==> src/rtl/tilemap_pkg.sv <==
// Shared constants, widths and FSM encoding for the tilemap fill engine.
// Imported by the fill engine top and its lane-mask helper.
package tilemap_pkg;

    localparam int DEF_MAP_WIDTH  = 40;
    localparam int DEF_MAP_HEIGHT = 30;

    localparam int COORD_W = 6;
    localparam int SPAN_W  = 7;
    localparam int IDX_W   = 12;
    localparam int ADDR_W  = 27;

    typedef logic [COORD_W-1:0] coord_t;
    typedef logic [SPAN_W-1:0]  span_t;
    typedef logic [IDX_W-1:0]   idx_t;
    typedef logic [ADDR_W-1:0]  addr_t;

    localparam logic [1:0] ST_IDLE = 2'd0;
    localparam logic [1:0] ST_RUN  = 2'd1;
    localparam logic [1:0] ST_DONE = 2'd2;

endpackage

==> src/rtl/tilemap_lane_mask.sv <==
// Byte-lane mask: given the starting lane in a 32-bit word and the bytes
// remaining, returns how many bytes fit in this word and their select mask.
// Ports: i_lane (start lane), i_rem (bytes left) -> o_n (1..4), o_sel.
module tilemap_lane_mask
    import tilemap_pkg::*;
(
    input  logic [1:0] i_lane,
    input  span_t      i_rem,
    output logic [2:0] o_n,
    output logic [3:0] o_sel
);

    logic [2:0] avail;
    logic [3:0] ones;

    always_comb begin
        avail = 3'd4 - {1'b0, i_lane};
        if (i_rem < {4'b0, avail}) begin
            o_n = i_rem[2:0];
        end else begin
            o_n = avail;
        end
        // 4-bit wrap makes n=4 yield 4'hF
        ones  = (4'd1 << o_n) - 4'd1;
        o_sel = ones << i_lane;
    end

endmodule

==> src/rtl/tilemap_fill_engine.sv <==
// Fills a rectangle of tilemap bytes with one texture index, merging tiles
// that share a 32-bit word into a single byte-lane write.
// Ports: command (valid/ready, x0/y0/width/height/value), write port
// (wdata/wea/wselect/waddr, gated by i_grant), status (busy/done/err).
module tilemap_fill_engine
    import tilemap_pkg::*;
#(
    parameter int          MAP_WIDTH  = DEF_MAP_WIDTH,
    parameter int          MAP_HEIGHT = DEF_MAP_HEIGHT,
    parameter logic [26:0] BASE_ADDR  = 27'h0
) (
    input  logic        clk,
    input  logic        rst,
    input  logic        i_cmd_valid,
    output logic        o_cmd_ready,
    input  logic [5:0]  i_x0,
    input  logic [5:0]  i_y0,
    input  logic [5:0]  i_width,
    input  logic [5:0]  i_height,
    input  logic [7:0]  i_value,
    input  logic        i_grant,
    output logic [31:0] o_wdata,
    output logic        o_wea,
    output logic [3:0]  o_wselect,
    output logic [26:0] o_waddr,
    output logic        o_busy,
    output logic        o_done,
    output logic        o_err
);

    localparam span_t W_LIM      = 7'(MAP_WIDTH);
    localparam span_t H_LIM      = 7'(MAP_HEIGHT);
    localparam idx_t  ROW_STRIDE = 12'(MAP_WIDTH);

    logic [1:0]  state_q, state_d;
    coord_t      x0_q, x0_d;
    span_t       xend_q, xend_d;
    span_t       yend_q, yend_d;
    logic [7:0]  value_q, value_d;
    span_t       cx_q, cx_d;
    span_t       cy_q, cy_d;
    idx_t        row_base_q, row_base_d;
    logic        err_q, err_d;
    logic [2:0]  n_q, n_d;
    logic [3:0]  wsel_q, wsel_d;
    logic [31:0] wdata_q, wdata_d;
    addr_t       waddr_q, waddr_d;

    span_t       sum_x, sum_y, cx_adv, rem_d;
    idx_t        a_d;
    logic [2:0]  n_m;
    logic [3:0]  sel_m;

    // Mask for the write that will be presented next cycle, so the
    // registered outputs line up with o_wea.
    tilemap_lane_mask u_mask (
        .i_lane (a_d[1:0]),
        .i_rem  (rem_d),
        .o_n    (n_m),
        .o_sel  (sel_m)
    );

    always_comb begin
        state_d    = state_q;
        x0_d       = x0_q;
        xend_d     = xend_q;
        yend_d     = yend_q;
        value_d    = value_q;
        cx_d       = cx_q;
        cy_d       = cy_q;
        row_base_d = row_base_q;
        err_d      = err_q;
        sum_x      = {1'b0, i_x0} + {1'b0, i_width};
        sum_y      = {1'b0, i_y0} + {1'b0, i_height};
        cx_adv     = cx_q + {4'b0, n_q};

        unique case (state_q)
            ST_IDLE: begin
                if (i_cmd_valid) begin
                    x0_d       = i_x0;
                    xend_d     = sum_x;
                    yend_d     = sum_y;
                    value_d    = i_value;
                    cx_d       = {1'b0, i_x0};
                    cy_d       = {1'b0, i_y0};
                    row_base_d = {6'b0, i_y0} * ROW_STRIDE;
                    if (sum_x > W_LIM || sum_y > H_LIM) begin
                        err_d   = 1'b1;
                        state_d = ST_DONE;
                    end else if (i_width == '0 || i_height == '0) begin
                        err_d   = 1'b0;
                        state_d = ST_DONE;
                    end else begin
                        err_d   = 1'b0;
                        state_d = ST_RUN;
                    end
                end
            end
            ST_RUN: begin
                if (i_grant) begin
                    if (cx_adv == xend_q) begin
                        cx_d       = {1'b0, x0_q};
                        cy_d       = cy_q + 7'd1;
                        row_base_d = row_base_q + ROW_STRIDE;
                        if (cy_d == yend_q) begin
                            state_d = ST_DONE;
                        end
                    end else begin
                        cx_d = cx_adv;
                    end
                end
            end
            ST_DONE: begin
                state_d = ST_IDLE;
            end
            default: begin
                state_d = ST_IDLE;
            end
        endcase

        a_d   = row_base_d + {5'b0, cx_d};
        rem_d = xend_d - cx_d;

        if (state_d == ST_RUN) begin
            n_d     = n_m;
            wsel_d  = sel_m;
            wdata_d = {4{value_d}};
            waddr_d = BASE_ADDR + {15'b0, a_d[11:2], 2'b00};
        end else begin
            n_d     = '0;
            wsel_d  = '0;
            wdata_d = '0;
            waddr_d = '0;
        end
    end

    always_ff @(posedge clk) begin
        if (rst) begin
            state_q    <= ST_IDLE;
            x0_q       <= '0;
            xend_q     <= '0;
            yend_q     <= '0;
            value_q    <= '0;
            cx_q       <= '0;
            cy_q       <= '0;
            row_base_q <= '0;
            err_q      <= 1'b0;
            n_q        <= '0;
            wsel_q     <= '0;
            wdata_q    <= '0;
            waddr_q    <= '0;
        end else begin
            state_q    <= state_d;
            x0_q       <= x0_d;
            xend_q     <= xend_d;
            yend_q     <= yend_d;
            value_q    <= value_d;
            cx_q       <= cx_d;
            cy_q       <= cy_d;
            row_base_q <= row_base_d;
            err_q      <= err_d;
            n_q        <= n_d;
            wsel_q     <= wsel_d;
            wdata_q    <= wdata_d;
            waddr_q    <= waddr_d;
        end
    end

    assign o_cmd_ready = (state_q == ST_IDLE);
    assign o_busy      = (state_q == ST_RUN);
    assign o_done      = (state_q == ST_DONE);
    assign o_err       = (state_q == ST_DONE) & err_q;
    assign o_wea       = (state_q == ST_RUN) & i_grant;
    assign o_wselect   = wsel_q;
    assign o_wdata     = wdata_q;
    assign o_waddr     = waddr_q;

endmodule

==> config.mk <==
export PLATFORM = sky130hd
export DESIGN_NAME = tilemap_fill_engine
export DESIGN_NICKNAME = d
export VERILOG_FILES = /design/src/rtl/tilemap_pkg.sv /design/src/rtl/tilemap_lane_mask.sv /design/src/rtl/tilemap_fill_engine.sv
export SDC_FILE = /design/constraint.sdc
export NUM_CORES = 1
export LEC_CHECK = 0
export CORE_MARGIN = 1
export CORE_UTILIZATION = 45
export DETAILED_ROUTE_END_ITERATION = 10
export MAX_ROUTING_LAYER = met4
export PLACE_DENSITY_LB_ADDON = 0.15
export REMOVE_ABC_BUFFERS = 1
export SLEW_MARGIN = 10
export SYNTH_ARGS = -nofsm -noshare
export SYNTH_HDL_FRONTEND = slang
export SYNTH_HIERARCHICAL = 1
export SYNTH_SLANG_ARGS = --single-unit
==> constraint.sdc <==
create_clock -name clk -period 5.1 [get_ports clk]
set_input_delay 0.765 -clock clk [delete_from_list [all_inputs] [get_ports clk]]
set_output_delay 0.765 -clock clk [all_outputs]
set_load 0.05 [all_outputs]
# Word-level counts from Yosys, hierarchy flattened

Cells that the tools add are included.

Register bits after elaboration: 123
Output and inout bits: 68
Word-level logic and storage cells: 74

Add/subtract/negate cells: 9
Multiply operators: 1
Order comparisons: 3
Equal/unequal tests: 8
Shift operators: 2
Muxes and demuxes: 25
Bitwise logic cells: 3
Reduce and logical (&&, ||, !) cells: 9

Operators by type and width:

| kind                  | count |
|---|---|
| $mux 7                | 8 |
| $mux 12               | 3 |
| $pmux 7 s2            | 2 |
| $pmux 12 s2           | 1 |
| $mux 8                | 2 |
| $add 6x6->7           | 2 |
| $eq 7x7->1            | 2 |
| $add 12x6->12 const B | 1 |
| $add 12x7->12         | 1 |
| $logic_not 6->1       | 2 |
| $mux 2                | 6 |
| $mul 6x3->9 const B   | 1 |
| $add 7x1->7 const B   | 1 |
| $add 7x3->7           | 1 |
| $gt 7x5->1 const B    | 1 |
| $gt 7x6->1 const B    | 1 |
| $lt 7x3->1            | 1 |
| $sub 7x7->7           | 1 |
| $eq 2x1->1 const B    | 2 |
| $ne 2x2->1 const B    | 2 |
| $pmux 2 s2            | 1 |
| $reduce_and 4->1      | 1 |
| $shl 1x3->4 const A   | 1 |
| $shl 4x2->4           | 1 |
| other kinds (13)      | 15 |

# Depth between registers and ports, before layout

Depth in word-level cells: 12
Depth in mapped cells: 26

# Modules after synthesis

The synthesis kept the hierarchy.

Modules (own cells, without submodules):

| module              | instances | cells an instance | area each (um^2) | seq. area each (um^2) |
|---|---|---|---|---|
| tilemap_fill_engine | 1         | 687               | 5542.8           | 1641.6 |
| tilemap_lane_mask   | 1         | 38                | 317.8            | 0.0 |

# Worst setup path before layout

Ideal clock, no wire load.

Path kind: flip-flop to flip-flop
From: register cx_q[0]
To: register wsel_q[3] (netlist: o_wselect[3])
Library setup time: 0.059 ns
Arrival: 5.530 ns
Required time: 5.041 ns
Path slack: -0.489 ns
Cell stages (with the launch flop): 26
Path buffers: 1
Cells stage by stage: dfxtp_1 > ha_1 > fa_1 > xor2_1 > xnor2_1 > nand3_1 > or4b_1 > buf_6 > mux2i_1 > o221ai_1 > ha_1 > inv_1 > fa_1 > inv_1 > inv_1 > ha_1 > inv_1 > ha_1 > a21oi_1 > o211ai_4 > nor4b_1 > a41oi_1 > ha_1 > a221o_2 > a31oi_1 > and2_1

Cells in the longest elaborated chain, start to end: 12
Elaborated cells on any way between the ends: 23
Those cells by class: add/sub (5); order compare (1); eq/ne (2); shift (2); mux (11); bitwise (1); reduce/logical (1)

RTL lines:

| what                   | line                       | text |
|---|---|---|
| start, declared        | tilemap_fill_engine.sv:40  | `span_t cx_q, cx_d;` |
| start signal, assigned | tilemap_fill_engine.sv:144 | `cx_q <= '0;` |
| start signal, assigned | tilemap_fill_engine.sv:158 | `cx_q <= cx_d;` |
| $add 7x3->7            | tilemap_fill_engine.sv:75  | `cx_adv = cx_q + {4'b0, n_q};` |
| $eq 7x7->1             | tilemap_fill_engine.sv:101 | `if (cx_adv == xend_q) begin` |
| $mux 7                 | tilemap_fill_engine.sv:101 |  |
| $mux 7                 | tilemap_fill_engine.sv:100 | `if (i_grant) begin` |
| $pmux 7 s2 *           | tilemap_fill_engine.sv:77  | `unique case (state_q)` |
| via cx_d[0]            | tilemap_fill_engine.sv:40  |  |
| $add 12x7->12 *        | tilemap_fill_engine.sv:121 | `a_d = row_base_d + {5'b0, cx_d};` |
| via a_d[1]             | tilemap_fill_engine.sv:50  | `idx_t a_d;` |
| $sub 3x2->3            | tilemap_lane_mask.sv:17    | `avail = 3'd4 - {1'b0, i_lane};` |
| $lt 7x3->1             | tilemap_lane_mask.sv:18    | `if (i_rem < {4'b0, avail}) begin` |
| $mux 3                 | tilemap_lane_mask.sv:18    |  |
| $shl 1x3->4            | tilemap_lane_mask.sv:24    | `ones = (4'd1 << o_n) - 4'd1;` |
| $sub 4x1->4            | tilemap_lane_mask.sv:24    |  |
| $shl 4x2->4 *          | tilemap_lane_mask.sv:25    | `o_sel = ones << i_lane;` |
| via sel_m[3]           | tilemap_fill_engine.sv:52  | `logic [3:0] sel_m;` |
| end signal, assigned   | tilemap_fill_engine.sv:163 | `wsel_q <= wsel_d;` |
| end, declared          | tilemap_fill_engine.sv:45  | `logic [3:0] wsel_q, wsel_d;` |

The timed path passes the listed nets; every way through them passes the cells marked *.
A chain may end at the register's enable or synchronous reset.

# Final worst setup path

Same ends and word-level chain as after synthesis.

==> flow_metrics.env <==
export IMPL_status="finished with violations"
export IMPL_violations="negative setup slack"
export IMPL_worstSkewPairLatency_ns=0.34
export IMPL_end_kind="flip-flop"
export IMPL_netlist_top_cells_area="dfxtp_1 (28%), ha_1 (8.5%), buf_4 (5.5%)"
export IMPL_clockBufferDepth=2
export IMPL_place_area_um2=7234
export IMPL_core_um2=12670
export IMPL_slowest_delay_ns=0.56
export IMPL_cp_max_fo=6
export IMPL_fin_worst_skew_ns=0.005871
export IMPL_vias=5665
export IMPL_yosys_area_share_simple_pct=22.87
export IMPL_ir_worst_vdd_mv=0.1959
export IMPL_max_cap_violations=0
export IMPL_die_y_um=116.1
export IMPL_synth_commonest_cells="nand2_1 (83), dfxtp_1 (82), nor2_1 (75)"
export IMPL_synth_most_common_cell="nand2_1"
export IMPL_hold_viol=0
export IMPL_yosysSeqAreaShare_pct=28.01
export IMPL_start_util_pct=46.25
export IMPL_power_w=0.002602
export IMPL_setup_ws_ns=-0.3192
export IMPL_cts_root_buf="clkbuf_16"
export IMPL_htreeDepth=3
export IMPL_setup_violations=3
export IMPL_p_per_area_nw_per_um2=329.4
export IMPL_slowest_stage="or4b_4"
export IMPL_port_buffers=86
export IMPL_syn_area_per_cell_um2=8.084
export IMPL_first_global_vias=5595
export IMPL_antenna_found_initial=0
export IMPL_die_w_um=116.1
export IMPL_final_layout_size_suffix_gt1_share_pct=20.70
export IMPL_ios=104
export IMPL_drt_iter0_drc=379
export IMPL_die_area_um2=13480
export IMPL_routed_wl_mm=17.56
export IMPL_worst_pin_slew_ns=0.7232
export IMPL_rsz0062_at_grt="yes"
export IMPL_numCtsBuffers=9
export IMPL_n_antenna_cell=0
export IMPL_grt_overflow=0
export IMPL_drc=0
export IMPL_grt_max_degree=54
export IMPL_async_flop_share_pct=0
export IMPL_synth_area_um2=5861
export IMPL_ys_warnings_count=6
export IMPL_ys_types=75
export IMPL_drt_vias_per_instance=5.339
export IMPL_hpwl_mm=13.29
export IMPL_synthXorXnorAreaFrac_pct=6.447
export IMPL_start_kind="flip-flop"
export IMPL_drv_slew=0
export IMPL_fin_setup_tns_ns=-0.8501
export IMPL_cp_cell_sequence="ha_4 -> fa_2 -> a21o_1 -> a32oi_2 -> xnor2_2 -> or4b_4 -> mux2i_1 -> o221ai_2 -> ha_2 -> inv_2 -> fa_1 -> inv_2 -> inv_2 -> ha_4 -> inv_4 -> ha_4 -> nand2_4 -> o211ai_4 -> mux2i_2 -> ha_1 -> a221o_2 -> a31oi_1 -> and2_1"
export IMPL_fin_crit_sh_pct=106.3
export IMPL_design_area_um2=7900
export IMPL_avgRoutedWirePerCell_um=16.55
export IMPL_ys_flop_type="dfxtp_1"
export IMPL_synth_cells=725
export IMPL_drtPass1Iterations=5
export IMPL_cp_required_ns=5.38
export IMPL_place_congestion=0.9505
export IMPL_syn_to_final_growth_pct=34.80
export IMPL_synthAdderAreaFrac_pct=10.76
export IMPL_clkSlewWorstSetupHoldPaths_ns=0.06
export IMPL_final_cells=1061
export IMPL_track_usage_pct=27.99
export IMPL_hold_class="flip-flop to flip-flop"
export IMPL_slew_headroom_pct=51.49
export IMPL_power_leakage_nw=3.463
export IMPL_fmax_ghz=0.1845
export IMPL_dp_cells=1021
export IMPL_cts_sinks=82
export IMPL_synth_top_area_share_pct=28.01
export IMPL_grt_pass1_wl_mm=27.89
export IMPL_synth_seq_cells=82
export IMPL_cts_tree="yes"
export IMPL_path_class="flip-flop to flip-flop"
export IMPL_row_count=41
export IMPL_synth_top_family_by_area="simple AND/OR/NAND/NOR gates"
export IMPL_muxShareOfSynthArea_pct=4.142
export IMPL_synth_edf_count=0
export IMPL_drtAntennaViolNets=0
export IMPL_timing_hold_ws_ns=0.4675
export IMPL_ff2ff_setup_slack_ns=-0.32
export IMPL_synth_compound_area_share_pct=18.36
export IMPL_fin_nets=966
export IMPL_crit_arrival_ns=5.70
export IMPL_synth_top_area_cell="dfxtp_1"
export IMPL_period_minus_slack_ns=5.419
## repair_timing
item | 4_1_cts | 5_1_grt
pin swaps | 9 | 7
gates resized for setup | 32 | 8
cloned | 0 | 0
setup endpoints to repair | 7 | 7
hold buffers | 0 | 0
buffers inserted | 19 | 5
## worst paths after layout
check,start,endpoint,cells after the start
max,cx_q[0],o_wselect[3],23
min,x0_q[3],x0_q[3],2
max reg2reg,cx_q[0],o_wselect[3],23
min reg2reg,x0_q[3],x0_q[3],2
## worst max-delay path, delay by kind of cell, from the launching register on
family,cells,cell delay (ns)
AO/OA/AOI/OAI,6,1.45
multiplexers,2,0.44
XOR/XNOR,1,0.11
flip-flops,1,0.33
buffers and inverters,4,0.20
AND/OR/NAND/NOR,3,0.75
adder cells (fa/ha/maj),7,2.06
## area by class of cell
class                   count  area, µm²
inverters                  32      122.6
repair buffers            199       1712
flip-flops and latches     82       1644
well taps                 172      215.2
clock inverters             6      71.32
multi-input cells         560       3896
clock buffers              10      239.0
fillers                  1155       4771
## cell usage in the layout, fill, tap and decap left out, drive strengths merged, types with 10 or more instances in the layout
cell type,synthesis,routed
a21o,17,17
o21ai,28,28
dfxtp,82,82
xor2,15,15
nand3,18,18
clkdlybuf4s50,0,85
conb,1,17
xnor2,23,23
nor2,75,75
ha,40,40
nand2,83,83
buf,48,114
mux2i,16,16
and2,11,11
inv,31,33
nor2b,20,20
nor3,14,14
a21oi,52,52
clkbuf,19,10
## flip-flops by register name, summed over array words and instances, names as in the netlist
signal,count
value_q,8
row_base_q,12
cy_q,7
yend_q,7
cx_q,7
o_wselect,4
state_q,2
o_wdata,8
xend_q,7
x0_q,6
n_q,3
o_waddr,10
err_q,1
## power by group
| group | internal (W) | leakage [nW] | switching (W) |
|---|---|---|---|
| registers | 0.000689 | 0.671 | 0.0000442 |
| clock network | 0.000397 | 0.146 | 0.000290 |
| logic | 0.000561 | 2.65 | 0.000620 |
| total | 0.00165 | 3.46 | 0.000955 |
## per-stage QoR
stage	setup slack (ns)	util, %
final	-0.3192	62.35
after global routing	-0.5646	62.35
after CTS	-0.2099	61.72
after detailed placement	-0.6027	57.09
after global placement	-0.4866	57.09
after floorplan	-0.5508	-
## cell families (layout without fill, tap and decap cells)
kind of cell / count (synthesis) / after routing
simple gates: 274 / 274
compound gates: 159 / 159
buf+inv: 99 / 247
flops: 82 / 82
fa+ha+maj: 47 / 47
xor+xnor: 40 / 40
mux: 23 / 23
other cells: 1 / 17
## layer usage
metal	vias up	GRT usage, %	share of wire, %
li1	2812	-	-
met3	21	4.774	5.5
met4	0	8.291	1.8
met1	2657	35.66	46
met2	175	45.48	47
met5	-	-	0
Note: power is estimated with default switching activity, not from simulation.
